--- config.mk ---
export PLATFORM = sky130hd
export DESIGN_NAME = msh_link_rx
export DESIGN_NICKNAME = d
export VERILOG_FILES = /design/src/rtl/mesh_pkg.sv /design/src/rtl/msh_link_rx_fifo.sv /design/src/rtl/msh_link_rx.sv
export SDC_FILE = /design/constraint.sdc
export NUM_CORES = 1
export LEC_CHECK = 0
export ABC_AREA = 1
export BUFFER_PORTS_ARGS = -buffer_cell sky130_fd_sc_hd__clkbuf_2
export CAP_MARGIN = 20
export CORE_MARGIN = 3
export CORE_UTILIZATION = 50
export CTS_CLUSTER_SIZE = 24
export DETAILED_ROUTE_END_ITERATION = 16
export GPL_TIMING_DRIVEN = 0
export PLACE_DENSITY_LB_ADDON = 0.1
export RECOVER_POWER = 100
export SLEW_MARGIN = 10
export SYNTH_ARGS = -nofsm -noshare
export SYNTH_HDL_FRONTEND = slang
export SYNTH_SLANG_ARGS = --single-unit
--- constraint.sdc ---
create_clock -name mclk -period 5.8 [get_ports mclk]
set_input_delay 0.29 -clock mclk [delete_from_list [all_inputs] [get_ports mclk]]
set_output_delay 0.29 -clock mclk [all_outputs]
set_load 0.01 [all_outputs]
--- src/rtl/mesh_pkg.sv ---
// Shared mesh definitions: flit width, default link receive buffer depth, link-rx FSM states.
// Latency: n/a (types and constants only).
// Backpressure: n/a.
package mesh_pkg;

  localparam int MSH_FLIT_W        = 32;
  localparam int MSH_LINK_RX_DEPTH = 8;

  // INIT issues the initial credits; RUN is normal push/pop traffic.
  typedef enum logic {
    INIT = 1'b0,
    RUN  = 1'b1
  } msh_link_rx_state_t;

endpackage

--- src/rtl/msh_link_rx_fifo.sv ---
// Circular flit buffer for the link receiver: storage, read/write pointers, occupancy, full/empty.
// Latency: a write at one edge is visible on rd_dat after that edge (no bypass path).
// Backpressure: none; push is ignored when full and pop when empty, so the parent owns drop policy.
// Ports: clk/rst (sync active-high); push/push_dat write side; pop/rd_dat read side; full/empty status.
module msh_link_rx_fifo #(
  parameter int DEPTH = 8,
  parameter int W     = 32
) (
  input  logic         clk,
  input  logic         rst,
  input  logic         push,
  input  logic [W-1:0] push_dat,
  input  logic         pop,
  output logic [W-1:0] rd_dat,
  output logic         full,
  output logic         empty
);

  localparam int PW = $clog2(DEPTH);
  localparam int CW = $clog2(DEPTH + 1);

  logic [W-1:0]  mem [DEPTH];
  logic [PW-1:0] wptr;
  logic [PW-1:0] rptr;
  logic [CW-1:0] occ;
  logic          do_push;
  logic          do_pop;

  assign full    = (occ == CW'(DEPTH));
  assign empty   = (occ == '0);
  assign do_push = push && !full;
  assign do_pop  = pop && !empty;
  // Drive zero while empty so the head output is clean after reset.
  assign rd_dat  = empty ? '0 : mem[rptr];

  // Explicit wrap so non-power-of-two depths stay inside the array.
  function automatic logic [PW-1:0] ptr_inc(input logic [PW-1:0] p);
    return (p == PW'(DEPTH - 1)) ? '0 : p + PW'(1);
  endfunction

  always_ff @(posedge clk) begin
    if (do_push) mem[wptr] <= push_dat;
  end

  always_ff @(posedge clk) begin
    if (rst) begin
      wptr <= '0;
      rptr <= '0;
      occ  <= '0;
    end else begin
      if (do_push) wptr <= ptr_inc(wptr);
      if (do_pop)  rptr <= ptr_inc(rptr);
      case ({do_push, do_pop})
        2'b10:   occ <= occ + CW'(1);
        2'b01:   occ <= occ - CW'(1);
        default: occ <= occ;
      endcase
    end
  end

endmodule

--- src/rtl/msh_link_rx.sv ---
// Mesh link receiver: buffers credit-paced flits from upstream and hands them to the node via valid/ready.
// Latency: 1 cycle input-to-o_vld; credit pulse 1 cycle after each pop; DEPTH initial credits after reset.
// Backpressure: none toward upstream (credits bound traffic); node stalls with i_rdy, o_flit held stable.
// Ports: mclk/mrst (sync active-high); i_flit_vld/i_flit (+i_par) from link; o_crd_rtn to upstream;
//   o_vld/o_flit/i_rdy to node; sticky o_err_ovfl, o_err_proto, o_err_par.
// Option: MSH_LINK_RX_PARITY_EN adds i_par and the even-parity checker behind o_err_par.
module msh_link_rx
  import mesh_pkg::*;
#(
  parameter int DEPTH  = MSH_LINK_RX_DEPTH,
  parameter int FLIT_W = MSH_FLIT_W
) (
  input  logic              mclk,
  input  logic              mrst,
  input  logic              i_flit_vld,
  input  logic [FLIT_W-1:0] i_flit,
`ifdef MSH_LINK_RX_PARITY_EN
  input  logic              i_par,
`endif
  output logic              o_crd_rtn,
  output logic              o_vld,
  output logic [FLIT_W-1:0] o_flit,
  input  logic              i_rdy,
  output logic              o_err_ovfl,
  output logic              o_err_proto,
  output logic              o_err_par
);

  localparam int ICW = $clog2(DEPTH);

  msh_link_rx_state_t state, state_nxt;
  logic [ICW-1:0]     init_cnt;
  logic               full, empty;
  logic               push, pop, crd_nxt, ovfl_ev, proto_ev;

  assign o_vld = !empty;
  assign pop   = o_vld && i_rdy;

  msh_link_rx_fifo #(.DEPTH(DEPTH), .W(FLIT_W)) u_fifo (
    .clk      (mclk),
    .rst      (mrst),
    .push     (push),
    .push_dat (i_flit),
    .pop      (pop),
    .rd_dat   (o_flit),
    .full     (full),
    .empty    (empty)
  );

  always_comb begin
    state_nxt = state;
    crd_nxt   = 1'b0;
    push      = 1'b0;
    ovfl_ev   = 1'b0;
    proto_ev  = 1'b0;
    case (state)
      INIT: begin
        // One credit per cycle; the upstream cannot send yet, so any flit is a protocol error.
        crd_nxt  = 1'b1;
        proto_ev = i_flit_vld;
        if (init_cnt == ICW'(DEPTH - 1)) state_nxt = RUN;
      end
      RUN: begin
        crd_nxt = pop;
        push    = i_flit_vld && !full;
        // Full is judged before any same-cycle pop frees a slot.
        ovfl_ev = i_flit_vld && full;
      end
      default: state_nxt = INIT;
    endcase
  end

  always_ff @(posedge mclk) begin
    if (mrst) begin
      state       <= INIT;
      init_cnt    <= '0;
      o_crd_rtn   <= 1'b0;
      o_err_ovfl  <= 1'b0;
      o_err_proto <= 1'b0;
    end else begin
      state     <= state_nxt;
      o_crd_rtn <= crd_nxt;
      if (state == INIT) init_cnt <= init_cnt + ICW'(1);
      if (ovfl_ev)  o_err_ovfl  <= 1'b1;
      if (proto_ev) o_err_proto <= 1'b1;
    end
  end

`ifdef MSH_LINK_RX_PARITY_EN
  // Even parity over {flit, par}: the XOR of all bits must be 0. Flit is kept regardless.
  always_ff @(posedge mclk) begin
    if (mrst) o_err_par <= 1'b0;
    else if (push && (^{i_flit, i_par})) o_err_par <= 1'b1;
  end
`else
  assign o_err_par = 1'b0;
`endif

endmodule

==> results by group, run 1 <==
Status
  – Status: complete, but fails checks
  – Violated checks: max-capacitance violations, max-slew violations

Worst setup path
  – Number of buffer and inverter instances along the worst setup path: 4
  – Worst endpoint required time: 5.93 ns
  – Max incr delay on CP: about 1.1 ns
  – Crit path DAT: 3.84 ns
  – Startpoint kind of the worst setup timing path: flip-flop
  – Top fanout value on the critical path: 19
  – Cell with the largest stage delay on the worst path: sky130_fd_sc_hd__clkbuf_1
  – Cells along the critical path: clkbuf_1, nand2_1, inv_1, nand2_1, nor2_1, inv_1, nor2_1, clkbuf_1
  – Cell family contributing the most delay on the critical path: buffers and inverters
  – Crit end category: flip-flop
  – Worst setup path class: reg2reg

Finish
  – Count of placed standard cells in the final layout, fillers left out: 1285
  – Number of fill cells: approximately 1800
  – Synthesis-to-layout area growth: 13.5%
  – Proportion of layout cells with a drive suffix above 1: 7.43%
  – Register Area: 8090 µm²
  – Nets: between 1000 and 1500
  – Final cell utilization of the core: ~60%
  – Count of antenna diodes in the layout: 0
  – Footprint of the multi-input gates: 2510 µm²

GRT
  – Wire length of the first global-routing pass: 38200 µm
  – Maximum number of pins on one net before global-route repair: 25
  – Number of global-route vias before repair: 6815
  – Initial antenna violation count: 0
  – Total global routing overflow: 0
  – GRT Util Overall: about a fifth

Logic synthesis
  – Number of register bits inferred by synthesis: 276
  – Mean post-synth cell area: ~12 µm²
  – Count of unique library cells instantiated by Yosys: 29
  – Mapped Cells: between 800 and 900
  – Cell taking the most area after synthesis: sky130_fd_sc_hd__edfxtp_1
  – Net count after synthesis: about 900
  – Portion of the post-synthesis area used by sequential elements: around 74%
  – Cells taking the most area after synthesis: sky130_fd_sc_hd__edfxtp_1, sky130_fd_sc_hd__nor2_1, sky130_fd_sc_hd__o21ai_0
  – Area share of the largest cell type after synthesis: between 60% and 70%
  – Synth Cell Area: between 10000 and 15000 µm²
  – Yosys Warn Count: 0

Clock network
  – Number of H-tree branching levels: 1
  – Clk pin slew, worst setup/hold paths: 0.06 ns
  – Root Driver: sky130_fd_sc_hd__clkbuf_16
  – TritonCTS clock tree: done
  – Later-pin clock latency in the skew report: ~0.53 ns
  – Total clock buffers created by CTS: 28
  – Number of buffers inserted to repair setup after CTS: 0
  – Maximum clock insertion buffer count: 3
  – Clk sink count: 276

Drt
  – WL final: about 25000 µm
  – Number of optimization iterations in the first detailed-route pass: 5
  – Antenna violation net count after detailed routing: 0
  – Total number of vias: roughly 7000
  – DRT iter0 DRCs: roughly 470
  – Mean routed wirelength per cell: 19.5 µm
  – Detail-routed via count per cell: 5.45
  – Post-detailed-route DRC marker count: 0

Floorplan
  – Starting Density: between 50% and 60%
  – Die area: 23800 µm²
  – Overall die height: approximately 150 µm
  – Number of standard-cell rows in the floorplan: 53
  – Number of primary I/O pins: 73
  – Die width: between 150 and 200 µm
  – Core outline area: roughly 21000 µm²

Power
  – Peak supply drop: approximately 0.33 mV
  – Pwr/cell area: around 450 nW/µm²
  – Power after layout: ~5.6 mW
  – Standby leakage power: approximately 4.2 nW

Placement
  – Final weighted congestion of routability-driven global placement: 0.777
  – Placed Cells incl. Taps: approximately 1200
  – Post-detailed-placement half-perimeter wirelength: 15900 µm
  – Count of input and output buffers: 70
  – Placement Setup Slack: about 3.5 ns

Job
  – Number of max-cap violations: 6

Timing
  – Final worst path period need: ~3.7 ns
  – Fin. max-slew vios: around 130
  – Final Setup Violations: 0
  – Max-slew headroom: -16.7%
  – Total negative slack for setup checks: 0 ns
  – Worst slew pin tran: 1.75 ns
  – Final Skew: between 0.006 and 0.007 ns
  – Unrepaired setup endpoints after global routing: no
  – Maximum achievable frequency: 0.270 GHz
  – Final worst-path cycle share: 63.9%
  – Count of final hold-check violations: 0
  – Worst Slack Setup Final: 2.09 ns

Hold path
  – Min-Delay Path Class: in2reg
sequential cells by signal, summed over array words and instances, names as in the netlist, named ones only:
name         count
u_fifo.rptr      3
o_err_proto      1
u_fifo.occ       4
o_crd_rtn        1
o_err_ovfl       1
init_cnt         3
u_fifo.wptr      3
state            1
u_fifo.mem     256
area by class of cell:
class	count	area share, %
flip-flops and latches	276	64.8
multi-input cells	533	20.1
clock buffers	36	6.02
well taps	275	2.76
plain buffers	55	2.65
repair buffers	79	2.47
clock inverters	14	0.752
inverters	17	0.511
path summary, 6_finish.rpt:
kind                       end  slack (ns)  depth (start not counted)        start
max          u_fifo.mem[1][11]        2.09                          8        state
min           u_fifo.mem[3][3]         0.1                          1    i_flit[3]
max reg2reg  u_fifo.mem[1][11]        2.09                          8        state
min reg2reg        init_cnt[2]        0.47                          2  init_cnt[2]
synthesized netlist by cell type, drive strengths merged:
cell,n
o211ai,32
nand3b,1
nor3b,1
a21oi,12
inv,17
clkbuf,22
o21ba,1
ha,9
buf,33
edfxtp,256
a211oi,2
dfxtp,20
o22ai,32
nand3,6
xor2,1
conb,1
xnor2,2
o21ai,131
o21bai,1
nor2,244
nand2,57
routing by layer:
layer	global-route usage (%)	vias to the layer above	wire length (µm)
met5	0	-	0
met4	6.60	0	710
met3	3.41	46	1620
met2	33.3	208	11500
met1	29.1	3366	11200
li1	-	3382	-
logic make-up after synthesis:
| kind of cell | after synthesis | share of synthesized area [%] |
|---|---|---|
| adder cells (fa/ha/maj) | 9 | 1.02 |
| AND/OR/NAND/NOR | 309 | 10.8 |
| AO/OA/AOI/OAI | 211 | 10.8 |
| flip-flops | 276 | 73.5 |
| XOR/XNOR | 3 | 0.239 |
| buffers and inverters | 72 | 3.61 |
| other | 1 | 0.0341 |
what timing repair did:
action                                  4_1_cts  5_1_grt
gates resized for setup                       0        0
hold buffers                                  1        0
hold endpoints to repair                      1        0
endpoints found under the setup margin        0        0
where the power goes:
group	internal (mW)	switching, mW
combinational	0.520	1.17
clock	0.953	0.704
sequential	2.20	0.0265
total	3.67	1.90
through the flow:
| step | hold WS [ns] | instance area (µm²) |
|---|---|---|
| after floorplan | 0.389 | 11000 |
| after global placement | 0.451 | 11700 |
| after detailed placement | 0.457 | 11900 |
| after CTS | 0.0171 | 12800 |
| after global routing | 0.115 | 12500 |
| final | 0.0957 | 12500 |
placed cells by master, fill, tap and decap left out:
master / count
sky130_fd_sc_hd__clkinv_2: 6
sky130_fd_sc_hd__xor2_1: 1
sky130_fd_sc_hd__nor3b_1: 1
sky130_fd_sc_hd__clkinv_1: 5
sky130_fd_sc_hd__buf_6: 12
sky130_fd_sc_hd__o21ai_0: 113
sky130_fd_sc_hd__edfxtp_1: 256
sky130_fd_sc_hd__conb_1: 1
sky130_fd_sc_hd__a21oi_1: 12
sky130_fd_sc_hd__dlygate4sd3_1: 1
sky130_fd_sc_hd__nand3_1: 6
sky130_fd_sc_hd__ha_1: 9
sky130_fd_sc_hd__o22ai_1: 32
sky130_fd_sc_hd__o21bai_1: 1
sky130_fd_sc_hd__o211ai_1: 32
sky130_fd_sc_hd__o21ba_2: 1
sky130_fd_sc_hd__inv_1: 16
sky130_fd_sc_hd__o21ai_1: 18
sky130_fd_sc_hd__clkinvlp_4: 2
sky130_fd_sc_hd__nor2_1: 244
sky130_fd_sc_hd__clkbuf_16: 29
sky130_fd_sc_hd__bufinv_16: 1
sky130_fd_sc_hd__xnor2_1: 2
sky130_fd_sc_hd__inv_2: 1
sky130_fd_sc_hd__clkbuf_1: 105
sky130_fd_sc_hd__nand3b_1: 1
sky130_fd_sc_hd__dfxtp_1: 20
sky130_fd_sc_hd__nand2_1: 57
sky130_fd_sc_hd__buf_2: 14
sky130_fd_sc_hd__a211oi_1: 2
sky130_fd_sc_hd__buf_4: 4
sky130_fd_sc_hd__clkbuf_2: 5
No activity file was read; power rests on OpenSTA's default activity.
==> run 2, diff against run 1 <==
ABC_AREA = 0   (was 1)
clock period = 3.6 ns   (was 5.8 ns; I/O delays follow)
==> run 2 against run 1 <==
- the run still ends with max-capacitance violations, max-slew violations left
- critical path depth is 3 lower
- hold slack better by 0.37 ns
- register-to-register slack worse by 1.6 ns
- final cell count is 26% lower
- clock skew is 0.013 ns higher
- sequential cell count stayed put
- largest power group unchanged
==> results by group, run 2 <==
Status
  – Status: complete, but fails checks
  – Violated checks: max-capacitance violations, max-slew violations

Finish
  – Final design instance area without fill: 12800 µm² (+2.3%)
  – Synthesis-to-layout area growth: 19.1%
  – Number of flip-flops in the largest register: 256 (unchanged)
  – Biggest regs: u_fifo.mem x256, u_fifo.occ x4
  – Nets: 710 (-31%)
  – Count of placed standard cells in the final layout, fillers left out: 956 (-26%)
  – Top reg by flops: u_fifo.mem
  – Commonest non-fill, non-tap cells in the layout: sky130_fd_sc_hd__edfxtp_1, sky130_fd_sc_hd__clkbuf_1, sky130_fd_sc_hd__mux4_2, sky130_fd_sc_hd__nor2_1, sky130_fd_sc_hd__mux2i_1
  – Count of antenna diodes in the layout: 0 (unchanged)
  – Leading cell type in the layout, fill and taps excluded: sky130_fd_sc_hd__edfxtp_1
  – Proportion of layout cells with a drive suffix above 1: 20.1% (+13 points)

Worst setup path
  – Worst setup path class: reg2reg
  – Worst endpoint required time: 3.77 ns (-2.16 ns)
  – Top fanout value on the critical path: 10 (-9)
  – Startpoint kind of the worst setup timing path: flip-flop
  – Crit end category: flip-flop
  – Crit path DAT: 3.23 ns (-0.61 ns)
  – R2R setup slack: 0.54 ns (-1.55 ns)
  – Capturing point of the worst reg2reg path: u_fifo.mem[4][6]
  – Startpoint of the worst register-to-register path: u_fifo.occ[0]
  – Length in cells of the worst reg-to-reg path: 5 (-3)

Logic synthesis
  – Cells taking the most area after synthesis: sky130_fd_sc_hd__edfxtp_1, sky130_fd_sc_hd__mux4_2, sky130_fd_sc_hd__dfxtp_1
  – Mux cell area share after synthesis: 17.1% (+17 points)
  – Combinational family with the most area after synthesis: multiplexers
  – Async SR Flop Fraction: 0% (unchanged)
  – Leading register cell type out of synthesis: sky130_fd_sc_hd__edfxtp_1
  – Area share of the largest cell type after synthesis: 71.7% (+1.8 points)
  – Most common cell in the netlist: sky130_fd_sc_hd__edfxtp_1
  – Leading post-synthesis cells by instance count: sky130_fd_sc_hd__edfxtp_1, sky130_fd_sc_hd__mux4_2, sky130_fd_sc_hd__nor2_1
  – Count of unique library cells instantiated by Yosys: 36 (+24%)
  – Mean post-synth cell area: 21.2 µm² (+69%)
  – Number of enable flip-flop cells after synthesis: 256 (unchanged)
  – Yosys Warn Count: 0 (unchanged)
  – Share of the synthesized area in compound gates (AO/OA/AOI/OAI): 0.630% (-10 points)
  – Cell taking the most area after synthesis: sky130_fd_sc_hd__edfxtp_1
  – Number of register bits inferred by synthesis: 276 (unchanged)
  – Synth Cell Area: 10700 µm² (-2.5%)
  – Portion of the post-synthesis area used by sequential elements: 75.4% (+1.9 points)
  – Xor and xnor area share after synthesis: 0.327% (+0.088 points)
  – Adder-cell share of the synthesized area: 1.05% (+0.026 points)
  – Post-synthesis simple-gate area fraction: 3.41% (-7.3 points)
  – Mapped Cells: 507 (-42%)
  – Net count after synthesis: 552 (-40%)

Floorplan
  – Starting Density: 52.0% (+0.34 points)
  – Core outline area: 20600 µm² (-3.1%)
  – Number of primary I/O pins: 73 (unchanged)
  – Overall die height: 152 µm (-1.2%)
  – Die area: 23200 µm² (-2.4%)
  – Die width: 152 µm (-1.2%)
  – Number of standard-cell rows in the floorplan: 52 (-1.9%)

Clock network
  – Number of buffers inserted to repair setup after CTS: 0 (unchanged)
  – Number of H-tree branching levels: 1 (unchanged)
  – Total clock buffers created by CTS: 29 (+3.6%)
  – Clk pin slew, worst setup/hold paths: 0.06 ns (about the same)
  – Maximum clock insertion buffer count: 3 (unchanged)
  – Clk sink count: 276 (unchanged)
  – Later-pin clock latency in the skew report: 0.55 ns (+0.02 ns)
  – Root Driver: sky130_fd_sc_hd__clkbuf_16
  – TritonCTS clock tree: done

Timing
  – Final worst-path cycle share: 85.0% (+21 points)
  – Final Skew: 0.0198 ns (+0.0129 ns)
  – Final worst path period need: 3.06 ns (-0.647 ns)
  – Fin. max-slew vios: 26 (-80%)
  – Count of final hold-check violations: 0 (unchanged)
  – Worst slew pin tran: 1.57 ns (-0.182 ns)
  – Unrepaired setup endpoints after global routing: no
  – Max-slew headroom: -4.97% (+12 points)
  – Total negative slack for setup checks: 0 ns (unchanged)
  – Maximum achievable frequency: 0.327 GHz (+21%)
  – Final Setup Violations: 0 (unchanged)

GRT
  – Total global routing overflow: 0 (unchanged)
  – Wire length of the first global-routing pass: 31900 µm (-16%)
  – Initial antenna violation count: 0 (unchanged)
  – GRT Util Overall: 17.9% (-2.8 points)
  – Maximum number of pins on one net before global-route repair: 23 (-8.0%)
  – Number of global-route vias before repair: 5574 (-18%)

Placement
  – Placed Cells incl. Taps: 869 (-30%)
  – Final weighted congestion of routability-driven global placement: 0.730 (-6.1%)
  – Post-detailed-placement half-perimeter wirelength: 13000 µm (-18%)
  – Count of input and output buffers: 70 (unchanged)
  – Area of placed instances: 11700 µm² (-2.0%)

Power
  – Power after layout: 6.52 mW (+17%)
  – Standby leakage power: 4.05 nW (-4.4%)
  – Peak supply drop: 0.382 mV (+16%)
  – Pwr/cell area: 511 nW/µm² (+14%)

Drt
  – Detail-routed via count per cell: 5.53 (+1.5%)
  – Total number of vias: 5287 (-24%)
  – Number of optimization iterations in the first detailed-route pass: 5 (unchanged)
  – WL final: 20800 µm (-17%)
  – Antenna violation net count after detailed routing: 0 (unchanged)
  – DRT iter0 DRCs: 407 (-13%)
  – Mean routed wirelength per cell: 21.7 µm (+11%)
  – Post-detailed-route DRC marker count: 0 (unchanged)

Hold path
  – Hold Path End: o_err_ovfl
  – Startpoint of the most critical hold path: o_err_ovfl
  – Min-Delay Path Class: reg2reg
  – Cell depth of the worst hold path: 2 (+1)

Job
  – Number of max-cap violations: 2 (-4)
## run 2: cell types whose count changed after synthesis, moves of 11 or more
cell and delta:
sky130_fd_sc_hd__o22ai_1 -31, sky130_fd_sc_hd__buf_6 -11, sky130_fd_sc_hd__mux2i_1 +38, sky130_fd_sc_hd__nand2_1 -51, sky130_fd_sc_hd__o21ai_0 -111, sky130_fd_sc_hd__clkbuf_1 -15, sky130_fd_sc_hd__mux4_2 +63, sky130_fd_sc_hd__nor2_1 -195
sky130_fd_sc_hd__o211ai_1 -32, sky130_fd_sc_hd__o21ai_1 -18, sky130_fd_sc_hd__inv_1 -13
## run 2: how the worst max path moves through the flow
stage | to | from | slack, ns | cells past startpoint
3_5_place_dp | u_fifo.occ[2] | u_fifo.occ[1] | 0.82 | 12
6_report | u_fifo.mem[4][6] | u_fifo.occ[0] | 0.54 | 5
4_1_cts | u_fifo.occ[2] | u_fifo.occ[1] | 0.80 | 12
5_1_grt | u_fifo.mem[4][5] | u_fifo.occ[0] | 0.34 | 5
2_1_floorplan | u_fifo.mem[4][0] | u_fifo.occ[1] | 0.09 | 4
3_3_place_gp | u_fifo.mem[1][6] | u_fifo.occ[0] | -2.27 | 3
## run 2: logic make-up (layout without fill, tap and decap cells)
family | count (synthesis) | in the layout
DFF | 276 | 276
muxes | 103 | 103
and+or+nand+nor | 73 | 73
buffers and inverters | 29 | 208
AOI/OAI and AO/OA | 12 | 12
adders and majority gates | 9 | 9
xor gates and xnor gates | 4 | 4
other | 1 | 1
## run 2: repair_timing
item | in CTS | in global routing
hold buffers | 35 | 0
resized for setup | 0 | 0
endpoints found under the hold margin | 262 | 0
## run 2: per-layer routing
metal / vias up / part of all wire (%) / global-route usage [%]
met4: 0 / 1.9 / 4.54
met5: - / 0 / 0
met1: 2750 / 43 / 24.5
met3: 35 / 4.9 / 2.81
met2: 130 / 50 / 30.6
li1: 2372 / - / -
## run 2: layout make-up
class,instances,area [µm²]
plain buffers,26,200
clock buffers,38,759
clock inverters,14,169
fillers,1515,7850
inverters,3,11.3
multi-input cells,202,2400
flip-flops and latches,276,8090
well taps,270,338
repair buffers,127,813
## run 2: through the flow
stage	utilization (%)	setup WS, ns	hold slack [ns]
global route	62.0	0.337	0.501
global placement	55.4	-2.27	0.447
CTS	63.0	0.801	0.440
detailed placement	56.8	0.821	0.457
finish	62.0	0.539	0.470
floorplan	-	0.0927	0.279
## run 2: power breakdown
group          switching (mW)  internal [mW]
logic                  0.0635         0.0507
clock network            1.14           1.76
registers             0.00331           3.51
total                    1.21           5.32
## run 2: worst max-delay path: stages, from the launching register on
cell,delay [ns]
sky130_fd_sc_hd__dfxtp_1,0.48
sky130_fd_sc_hd__nor4b_1,0.15
sky130_fd_sc_hd__nand3b_1,0.43
sky130_fd_sc_hd__nor3_1,0.53
sky130_fd_sc_hd__clkbuf_1,0.50
sky130_fd_sc_hd__clkbuf_1,0.57
==> run 3, diff against run 2 <==
CORE_ASPECT_RATIO = 1.1   (was not set)
==> run 3 against run 2 <==
- the flow still finishes with violations (max-capacitance violations, max-slew violations)
- register-to-register slack better by 0.06 ns
- sequential share of layout area is 0.15 points lower
- combinational power hardly changed
==> results by group, run 3 (synthesis results as in run 2) <==
GRT
  – Total global routing overflow: 0 (unchanged)
  – Initial antenna violation count: 0 (unchanged)
  – Number of global-route vias before repair: 5590 (+0.29%)
  – GRT Util Overall: 17.7% (-0.20 points)
  – Wire length of the first global-routing pass: 31800 µm (-0.37%)
  – Maximum number of pins on one net before global-route repair: 22 (-4.3%)

Clock network
  – Maximum clock insertion buffer count: 3 (unchanged)
  – TritonCTS clock tree: done
  – Clk sink count: 276 (unchanged)
  – Root Driver: sky130_fd_sc_hd__clkbuf_16
  – Number of H-tree branching levels: 1 (unchanged)
  – Later-pin clock latency in the skew report: 0.52 ns (-0.03 ns)
  – CTS Hold Buffers Added: 34 (-2.9%)
  – Clk pin slew, worst setup/hold paths: 0.06 ns (about the same)
  – Number of buffers inserted to repair setup after CTS: 0 (unchanged)
  – Post-CTS resize count: 0 (unchanged)
  – Total clock buffers created by CTS: 28 (-3.4%)

Power
  – Design internal power: 5.32 mW (about the same)
  – Clock share of power: 44.2% (-0.3 points)
  – Switching component of the power: 1.17 mW (-2.7%)
  – Fraction of power spent switching nets: 18.1% (-0.41 points)
  – Sequential share of power: 54.1% (+0.3 points)
  – Peak supply drop: 0.418 mV (+9.5%)
  – Pwr/cell area: 507 nW/µm² (-0.75%)
  – Comb pwr share: 1.8% (about the same)
  – Standby leakage power: 4.06 nW (+0.33%)

Worst setup path
  – Worst setup path class: reg2reg
  – Top cell by count, worst path: sky130_fd_sc_hd__clkbuf_1
  – Cells along the critical path: clkbuf_1, nand3b_1, nor3_1, clkbuf_1
  – Cell with the largest stage delay on the worst path: sky130_fd_sc_hd__nor3_1
  – Startpoint kind of the worst setup timing path: flip-flop
  – Crit path DAT: 3.18 ns (-0.05 ns)
  – Max incr delay on CP: 1.20 ns (+0.63 ns)
  – Top fanout value on the critical path: 10 (unchanged)
  – Worst endpoint required time: 3.78 ns (about the same)
  – Crit end category: flip-flop

Timing
  – Final Setup Violations: 0 (unchanged)
  – Worst Slack Setup Final: 0.597 ns (+0.0576 ns)
  – Fin. max-slew vios: 26 (unchanged)
  – Final worst path period need: 3.00 ns (-0.0576 ns)
  – Final worst-path cycle share: 83.4% (-1.6 points)
  – Final Skew: 0.0121 ns (-0.00770 ns)
  – Unrepaired setup endpoints after global routing: no
  – Worst slew pin tran: 1.55 ns (-0.0218 ns)
  – Max-slew headroom: -3.51% (+1.5 points)
  – Count of final hold-check violations: 0 (unchanged)
  – Maximum achievable frequency: 0.333 GHz (+1.9%)

Status
  – Violated checks: max-capacitance violations, max-slew violations
  – Status: complete, but fails checks

Finish
  – Count of placed standard cells in the final layout, fillers left out: 967 (+1.2%)
  – Nets: 708 (-0.28%)
  – Footprint of the multi-input gates: 2410 µm² (+0.26%)
  – Proportion of layout cells with a drive suffix above 1: 21.0% (+0.85 points)
  – Number of flip-flops in the largest register: 256 (unchanged)
  – Top reg by flops: u_fifo.mem
  – Register Area: 8090 µm² (unchanged)
  – Number of fill cells: 1538 (+1.5%)
  – Biggest regs: u_fifo.mem x256, u_fifo.occ x4
  – Leading cell type in the layout, fill and taps excluded: sky130_fd_sc_hd__edfxtp_1
  – Synthesis-to-layout area growth: 19.4%
  – Commonest non-fill, non-tap cells in the layout: sky130_fd_sc_hd__edfxtp_1, sky130_fd_sc_hd__clkbuf_1, sky130_fd_sc_hd__mux4_2, sky130_fd_sc_hd__nor2_1, sky130_fd_sc_hd__mux2i_1
  – Count of antenna diodes in the layout: 0 (unchanged)

Hold path
  – Min-Delay Path Class: in2reg

Drt
  – WL final: 20300 µm (-2.0%)
  – Antenna violation net count after detailed routing: 0 (unchanged)
  – Post-detailed-route DRC marker count: 0 (unchanged)
  – Mean routed wirelength per cell: 21.0 µm (-3.1%)
  – Number of optimization iterations in the first detailed-route pass: 5 (unchanged)
  – DRT iter0 DRCs: 341 (-16%)
  – Total number of vias: 5211 (-1.4%)
  – Detail-routed via count per cell: 5.39 (-2.6%)

Floorplan
  – Starting Density: 51.4% (-0.56 points)
  – Number of standard-cell rows in the floorplan: 55 (+5.8%)
  – Die width: 146 µm (-4.5%)
  – Number of primary I/O pins: 73 (unchanged)
  – Core outline area: 20900 µm² (+1.1%)
  – Die area: 23200 µm² (about the same)
  – Overall die height: 160 µm (+4.7%)

Placement
  – Post-detailed-placement half-perimeter wirelength: 13000 µm (-0.11%)
  – Final weighted congestion of routability-driven global placement: 0.680 (-6.8%)
  – Placement Setup Slack: 0.799 ns (-0.0222 ns)
  – Count of input and output buffers: 70 (unchanged)
  – Placed Cells incl. Taps: 884 (+1.7%)

Job
  – Number of max-cap violations: 2 (unchanged)
## run 3: metrics by stage
stage	power [mW]	cell area, µm²	hold WS, ns	utilization [%]	TNS, ns
after floorplan	3.61	10700	0.279	-	0
after global placement	3.66	11400	0.445	54.9	-386.18
after CTS	6.57	13000	0.0345	62.3	0
after global routing	6.71	12800	0.0800	61.4	0
after detailed placement	3.67	11700	0.451	56.3	0
final	6.49	12800	0.0572	61.4	0
## run 3: power by group through the flow
stage                     combinational (mW)  clock, mW  sequential, mW
after floorplan                       0.0293          0            3.58
after global placement                0.0838          0            3.58
after detailed placement              0.0927          0            3.58
after CTS                              0.123       2.93            3.51
after global routing                   0.127       3.07            3.51
final                                  0.114       2.87            3.51
## run 3: layout make-up
cell class | count | share of cell area [%]
clock buffers | 39 | 5.96
inverters | 3 | 0.0879
plain buffers | 26 | 1.55
flip-flops and latches | 276 | 63.1
well taps | 285 | 2.78
repair buffers | 126 | 6.48
clock inverters | 10 | 1.21
multi-input cells | 202 | 18.8
## run 3: worst max-delay path: cells and delay by family (launching register included)
family	cells	cell delay, ns
simple gates	2	1.61
flops	1	0.31
buf+inv	2	0.73
## run 3: routing by layer
| metal | up-vias | wire, µm | GRT usage (%) |
|---|---|---|---|
| li1 | 2371 | - | - |
| met1 | 2691 | 8680 | 24.3 |
| met2 | 122 | 10500 | 30.7 |
| met3 | 27 | 932 | 2.75 |
| met4 | 0 | 283 | 3.28 |
| met5 | - | 0 | 0 |
## run 3: final timing paths
path          startpoint                end  slack (ns)  depth (start not counted)
max                state  u_fifo.mem[5][30]        0.60                          4
min                 mrst     u_fifo.wptr[2]        0.06                          2
max reg2reg        state  u_fifo.mem[5][30]        0.60                          4
min reg2reg  o_err_proto        o_err_proto        0.46                          2
